## config.mk

```make
export PLATFORM = sky130hd
export DESIGN_NAME = rvga_ddr_arbiter
export DESIGN_NICKNAME = d
export VERILOG_FILES = /design/src/rtl/rvga_types.sv /design/src/rtl/rvga_arb_select.sv /design/src/rtl/rvga_ddr_arbiter_chk.sv /design/src/rtl/rvga_ddr_arbiter.sv
export SDC_FILE = /design/constraint.sdc
export NUM_CORES = 1
export LEC_CHECK = 0
export BUFFER_PORTS_ARGS = -buffer_cell sky130_fd_sc_hd__buf_2
export CORE_AREA = 5 5 99 101
export DETAILED_ROUTE_END_ITERATION = 8
export DIE_AREA = 0 0 104 106
export PLACE_DENSITY = 0.66
export SYNTH_ARGS = -nofsm -noshare
export SYNTH_HDL_FRONTEND = slang
export SYNTH_HIERARCHICAL = 1
export SYNTH_SLANG_ARGS = --single-unit
```

## constraint.sdc

```tcl
create_clock -name clk -period 1.6 [get_ports clk]
set_input_delay 0.08 -clock clk [delete_from_list [all_inputs] [get_ports clk]]
set_output_delay 0.08 -clock clk [all_outputs]
set_load 0.05 [all_outputs]
```

## src/rtl/rvga_types.sv

```systemverilog
// Shared types for the rvga DDR arbiter: FSM state and requester identifiers.
package rvga_types;

    typedef enum logic [1:0] {
        ARB_IDLE    = 2'd0,
        ARB_SERVE_I = 2'd1,
        ARB_SERVE_D = 2'd2
    } arb_state_t;

    typedef enum logic {
        ARB_REQ_I = 1'b0,
        ARB_REQ_D = 1'b1
    } arb_req_t;

    function automatic arb_req_t arb_other(input arb_req_t req);
        return (req == ARB_REQ_I) ? ARB_REQ_D : ARB_REQ_I;
    endfunction

endpackage

```

## src/rtl/rvga_arb_select.sv

```systemverilog
// Combinational winner selection between the icache and dcache requests.
module rvga_arb_select
    import rvga_types::*;
(
    input  logic     icache_req_i,
    input  logic     dcache_req_i,
    input  arb_req_t rr_ptr_i,
    output arb_req_t winner_o
);

    // Ties go to whichever requester the pointer prefers.
    always_comb begin
        winner_o = ARB_REQ_D;
        if (icache_req_i && dcache_req_i) begin
            winner_o = rr_ptr_i;
        end else if (icache_req_i) begin
            winner_o = ARB_REQ_I;
        end else begin
            winner_o = ARB_REQ_D;
        end
    end

endmodule

```

## src/rtl/rvga_ddr_arbiter_chk.sv

```systemverilog
// Simulation-only checker: the dcache must never request read and write together.
module rvga_ddr_arbiter_chk (
    input logic clk_i,
    input logic rst_ni,
    input logic dcache_read_i,
    input logic dcache_write_i
);

    // Flag an illegal simultaneous read/write from the dcache.
    always @(posedge clk_i) begin
        if (rst_ni) begin
            assert (!(dcache_read_i && dcache_write_i))
                else $error("rvga_ddr_arbiter: dcache read and write both asserted");
        end
    end

endmodule

```

## src/rtl/rvga_ddr_arbiter.sv

```systemverilog
// Shares one DDR port between icache and dcache; define RVGA_ARB_RR_EN for
// round-robin tie breaking, otherwise the dcache always wins ties.
module rvga_ddr_arbiter
    import rvga_types::*;
#(
    parameter int ADDR_W = 32,
    parameter int DATA_W = 32
) (
    input  logic              clk,
    input  logic              rst,
    input  logic [ADDR_W-1:0] icache_arb_addr,
    input  logic              icache_arb_read,
    output logic [DATA_W-1:0] arb_icache_rdata,
    output logic              arb_icache_resp,
    input  logic [ADDR_W-1:0] dcache_arb_addr,
    input  logic              dcache_arb_read,
    input  logic              dcache_arb_write,
    input  logic [DATA_W-1:0] dcache_arb_wdata,
    output logic [DATA_W-1:0] arb_dcache_rdata,
    output logic              arb_dcache_resp,
    output logic [ADDR_W-1:0] arb_ddr_addr,
    output logic              arb_ddr_read,
    output logic              arb_ddr_write,
    output logic [DATA_W-1:0] arb_ddr_wdata,
    input  logic [DATA_W-1:0] ddr_arb_rdata,
    input  logic              ddr_arb_resp
);

    arb_state_t state_q, state_d;
    arb_req_t   rr_ptr_s, winner_s;
    logic       icache_req_s, dcache_req_s;

    assign icache_req_s = icache_arb_read;
    assign dcache_req_s = dcache_arb_read | dcache_arb_write;

`ifdef RVGA_ARB_RR_EN
    arb_req_t rr_ptr_q, rr_ptr_d;

    // Round-robin pointer register.
    always_ff @(posedge clk) begin
        if (!rst) begin
            rr_ptr_q <= ARB_REQ_D;
        end else begin
            rr_ptr_q <= rr_ptr_d;
        end
    end

    // After every grant, prefer the requester that was not granted.
    always_comb begin
        rr_ptr_d = rr_ptr_q;
        if ((state_q == ARB_IDLE) && (icache_req_s || dcache_req_s)) begin
            rr_ptr_d = arb_other(winner_s);
        end else begin
            rr_ptr_d = rr_ptr_q;
        end
    end

    assign rr_ptr_s = rr_ptr_q;
`else
    assign rr_ptr_s = ARB_REQ_D;
`endif

    rvga_arb_select u_select (
        .icache_req_i (icache_req_s),
        .dcache_req_i (dcache_req_s),
        .rr_ptr_i     (rr_ptr_s),
        .winner_o     (winner_s)
    );

    // State register.
    always_ff @(posedge clk) begin
        if (!rst) begin
            state_q <= ARB_IDLE;
        end else begin
            state_q <= state_d;
        end
    end

    // Next-state logic: grant from IDLE, return to IDLE on DDR completion.
    always_comb begin
        state_d = state_q;
        case (state_q)
            ARB_IDLE: begin
                if (icache_req_s || dcache_req_s) begin
                    state_d = (winner_s == ARB_REQ_I) ? ARB_SERVE_I : ARB_SERVE_D;
                end else begin
                    state_d = ARB_IDLE;
                end
            end
            ARB_SERVE_I, ARB_SERVE_D: begin
                if (ddr_arb_resp) begin
                    state_d = ARB_IDLE;
                end else begin
                    state_d = state_q;
                end
            end
            default: state_d = ARB_IDLE;
        endcase
    end

    // DDR port muxing and response routing; lines are forwarded live, never latched.
    always_comb begin
        arb_ddr_addr     = '0;
        arb_ddr_read     = 1'b0;
        arb_ddr_write    = 1'b0;
        arb_ddr_wdata    = '0;
        arb_icache_resp  = 1'b0;
        arb_icache_rdata = '0;
        arb_dcache_resp  = 1'b0;
        arb_dcache_rdata = '0;
        case (state_q)
            ARB_SERVE_I: begin
                arb_ddr_addr = icache_arb_addr;
                arb_ddr_read = icache_arb_read;
                if (ddr_arb_resp) begin
                    arb_icache_resp  = 1'b1;
                    arb_icache_rdata = ddr_arb_rdata;
                end else begin
                    arb_icache_resp  = 1'b0;
                    arb_icache_rdata = '0;
                end
            end
            ARB_SERVE_D: begin
                arb_ddr_addr  = dcache_arb_addr;
                arb_ddr_read  = dcache_arb_read & ~dcache_arb_write;
                arb_ddr_write = dcache_arb_write;
                arb_ddr_wdata = dcache_arb_wdata;
                if (ddr_arb_resp) begin
                    arb_dcache_resp  = 1'b1;
                    arb_dcache_rdata = ddr_arb_rdata;
                end else begin
                    arb_dcache_resp  = 1'b0;
                    arb_dcache_rdata = '0;
                end
            end
            default: begin
                arb_ddr_addr = '0;
            end
        endcase
    end

    rvga_ddr_arbiter_chk u_chk (
        .clk_i          (clk),
        .rst_ni         (rst),
        .dcache_read_i  (dcache_arb_read),
        .dcache_write_i (dcache_arb_write)
    );

endmodule

```

==> results.sh <==
export IMPL_status="finished clean"
export IMPL_worst_setup_path_end_kind="output pin"
export IMPL_drv_slew=0
export IMPL_place_hpwl_um=6590
export IMPL_ys_ff_latch=2
export IMPL_cts_tree="built"
export IMPL_syn_nets=349
export IMPL_synth_simple_area_share_pct=59.7
export IMPL_io_buffer_count=265
export IMPL_synth_area_um2=1430
export IMPL_antenna_left=0
export IMPL_antenna_found_initial=0
export IMPL_pwr_density_cell_nw_per_um2=553
export IMPL_ios=266
export IMPL_numCtsBuffers=3
export IMPL_utilization_pct=41.1
export IMPL_start_util_pct=16.0
export IMPL_fmax_mhz=627
export IMPL_drc=0
export IMPL_synthCells=211
export IMPL_vias_per_cell=4.49
export IMPL_seq_area_frac_synth_pct=2.79
export IMPL_arrival_ps=1520
export IMPL_cts_root_buf="clkbuf_8"
export IMPL_diodes=0
export IMPL_first_iter_violations=69
export IMPL_worstSetupPathType="reg -> out"
export IMPL_synth_area_per_cell_um2=6.79
export IMPL_holdCritStartpoint="rst"
export IMPL_synth_warnings=6
export IMPL_power_leakage_uw=0.00207
export IMPL_fp_dieW_um=104
export IMPL_ir_worst_vdd_mv=0.235
export IMPL_postCtsSetupRepairBufs=0
export IMPL_synthMuxAreaShare_pct=0
export IMPL_rsz0062_at_grt="yes"
export IMPL_routed_wirelength_um=9010
export IMPL_cp_cell_sequence="inv_4 > ha_4 > bufbuf_16 > a22oi_2 > nor2b_2 > buf_6"
export IMPL_rows=35
export IMPL_finalSetupViolCount=0
export IMPL_largest_registers="state_q: 2 flops"
export IMPL_skew_ps=3.96
export IMPL_synth_top_family_by_area="simple AND/OR/NAND/NOR gates"
export IMPL_hp_class="in -> reg"
export IMPL_required_ps=1520
export IMPL_largest_register_ffs=2
export IMPL_largest_register="state_q"
export IMPL_track_usage_pct=13.4
export IMPL_tns_ps=0
export IMPL_via_count=2577
export IMPL_fin_nets=603
export IMPL_wl_per_cell_um=15.7
export IMPL_drive_gt1_share_pct=72.8
export IMPL_gp_congestion=0.780
export IMPL_grt_pass1_vias=2558
export IMPL_ys_types=21
export IMPL_clk_latency_ps=210
export IMPL_die_h_um=106
export IMPL_critPathLaunchType="flip-flop"
export IMPL_cap_violations=0
export IMPL_grt_max_degree=44
export IMPL_finalCriticalPeriod_ps=1600
export IMPL_synth_xor_xnor_area_share_pct=0
export IMPL_clkTransAtPathRegs_ps=30
export IMPL_cp_max_fo=29
export IMPL_final_hold_violation_count=0
export IMPL_cts_sinks=2
export IMPL_r2r_start="state_q[1]"
export IMPL_area_growth_pct=157
export IMPL_grt_overflow=0
export IMPL_total_power_uw=2030
export IMPL_slowest_stage="dfxtp_4"
export IMPL_slowest_delay_ps=360
export IMPL_dieArea_um2=11000
export IMPL_clk_path_buf_depth=2
export IMPL_period_share_pct=99.7
export IMPL_crit_start="state_q[0]"
export IMPL_core_area_um2=8930
export IMPL_h_tree_depth=1
export IMPL_synthAdderAreaFrac_pct=3.49
export IMPL_grt_pass1_wl_um=12500
export IMPL_first_pass_iters=4
export IMPL_synth_compound_area_share_pct=20.6
-- critical path: cells and delay by family, from the launching register on --
kind                     cells  cell delay [ps]
buffers and inverters        3              550
AO/OA/AOI/OAI                1               90
flip-flops                   1              360
AND/OR/NAND/NOR              1              120
adder cells (fa/ha/maj)      1              170
-- timing repair --
action                                  4_1_cts  5_1_grt
pin swaps                                     0        2
gates resized for setup                      88       87
endpoints found under the setup margin       66       95
hold buffers                                  0        0
gates cloned                                  2        2
-- placed cells by master, fill, tap and decap left out, types with 2 or more instances in the layout --
master | Yosys | routed
clkbuf_4 | 0 | 24
clkbuf_8 | 0 | 3
and2_1 | 35 | 35
buf_6 | 6 | 53
buf_4 | 4 | 10
buf_2 | 12 | 178
and3_1 | 64 | 62
buf_12 | 0 | 7
a22oi_2 | 0 | 11
nor2b_4 | 0 | 6
nor2b_2 | 0 | 26
ha_4 | 0 | 4
dfxtp_4 | 0 | 2
nand2_1 | 3 | 3
a22oi_1 | 32 | 21
clkbuf_16 | 0 | 2
and3_4 | 0 | 2
-- per-stage QoR --
step,instances,hold WS [ps],worst slack (ps),instance area (um^2)
final,574,163,4.79,3680
after global placement,567,371,161,2950
after global routing,574,168,-46.4,3680
after detailed placement,567,382,131,2950
after floorplan,211,230,25.0,1510
after CTS,572,158,-18.8,3320
-- logic make-up (layout without fill, tap and decap cells) --
| group | count (synthesis) | in the layout |
|---|---|---|
| AOI/OAI and AO/OA | 37 | 37 |
| buffers and inverters | 30 | 282 |
| and+or+nand+nor | 137 | 137 |
| DFF | 2 | 2 |
| adders and majority gates | 4 | 4 |
| other | 1 | 1 |
-- cells in the mapped netlist, drive strengths merged --
master / n / area [um^2]
and3: 64 / 400
a21bo: 1 / 10.0
and2: 35 / 219
ha: 4 / 50.1
inv: 3 / 11.3
conb: 1 / 3.75
a21boi: 1 / 7.51
nand2b: 1 / 8.76
nand3b: 1 / 7.51
nand2: 3 / 11.3
dfxtp: 2 / 40.0
clkbuf: 5 / 18.8
o211ai: 1 / 12.5
buf: 22 / 158
o32ai: 2 / 25.0
nor2b: 32 / 200
or2: 1 / 8.76
a22oi: 32 / 240
-- per-layer routing --
layer | part of all wire [%] | global-route usage, %
met5 | 0 | 0
met4 | 1.0 | 2.50
met3 | 11 | 5.16
met2 | 53 | 25.8
met1 | 35 | 13.8
-- where the power goes --
group	internal, uW	switching, uW	total, uW
clock	159	39.1	198
combinational	711	1060	1770
sequential	56.5	9.73	66.2
-- worst paths after layout --
check | end | slack, ps | cells past startpoint
setup / recovery | arb_ddr_addr[15] | 5 | 6
hold / removal | state_q[1] | 160 | 3
setup reg to reg | state_q[0] | 200 | 6
hold reg to reg | state_q[0] | 560 | 2
-- layout make-up --
type | count | area (um^2)
fillers | 893 | 5260
repair buffers | 276 | 1990
multi-input cells | 179 | 1440
well taps | 111 | 139
flip-flops and latches | 2 | 47.5
clock buffers | 3 | 41.3
inverters | 3 | 13.8
(Power assumes the default switching activity.)
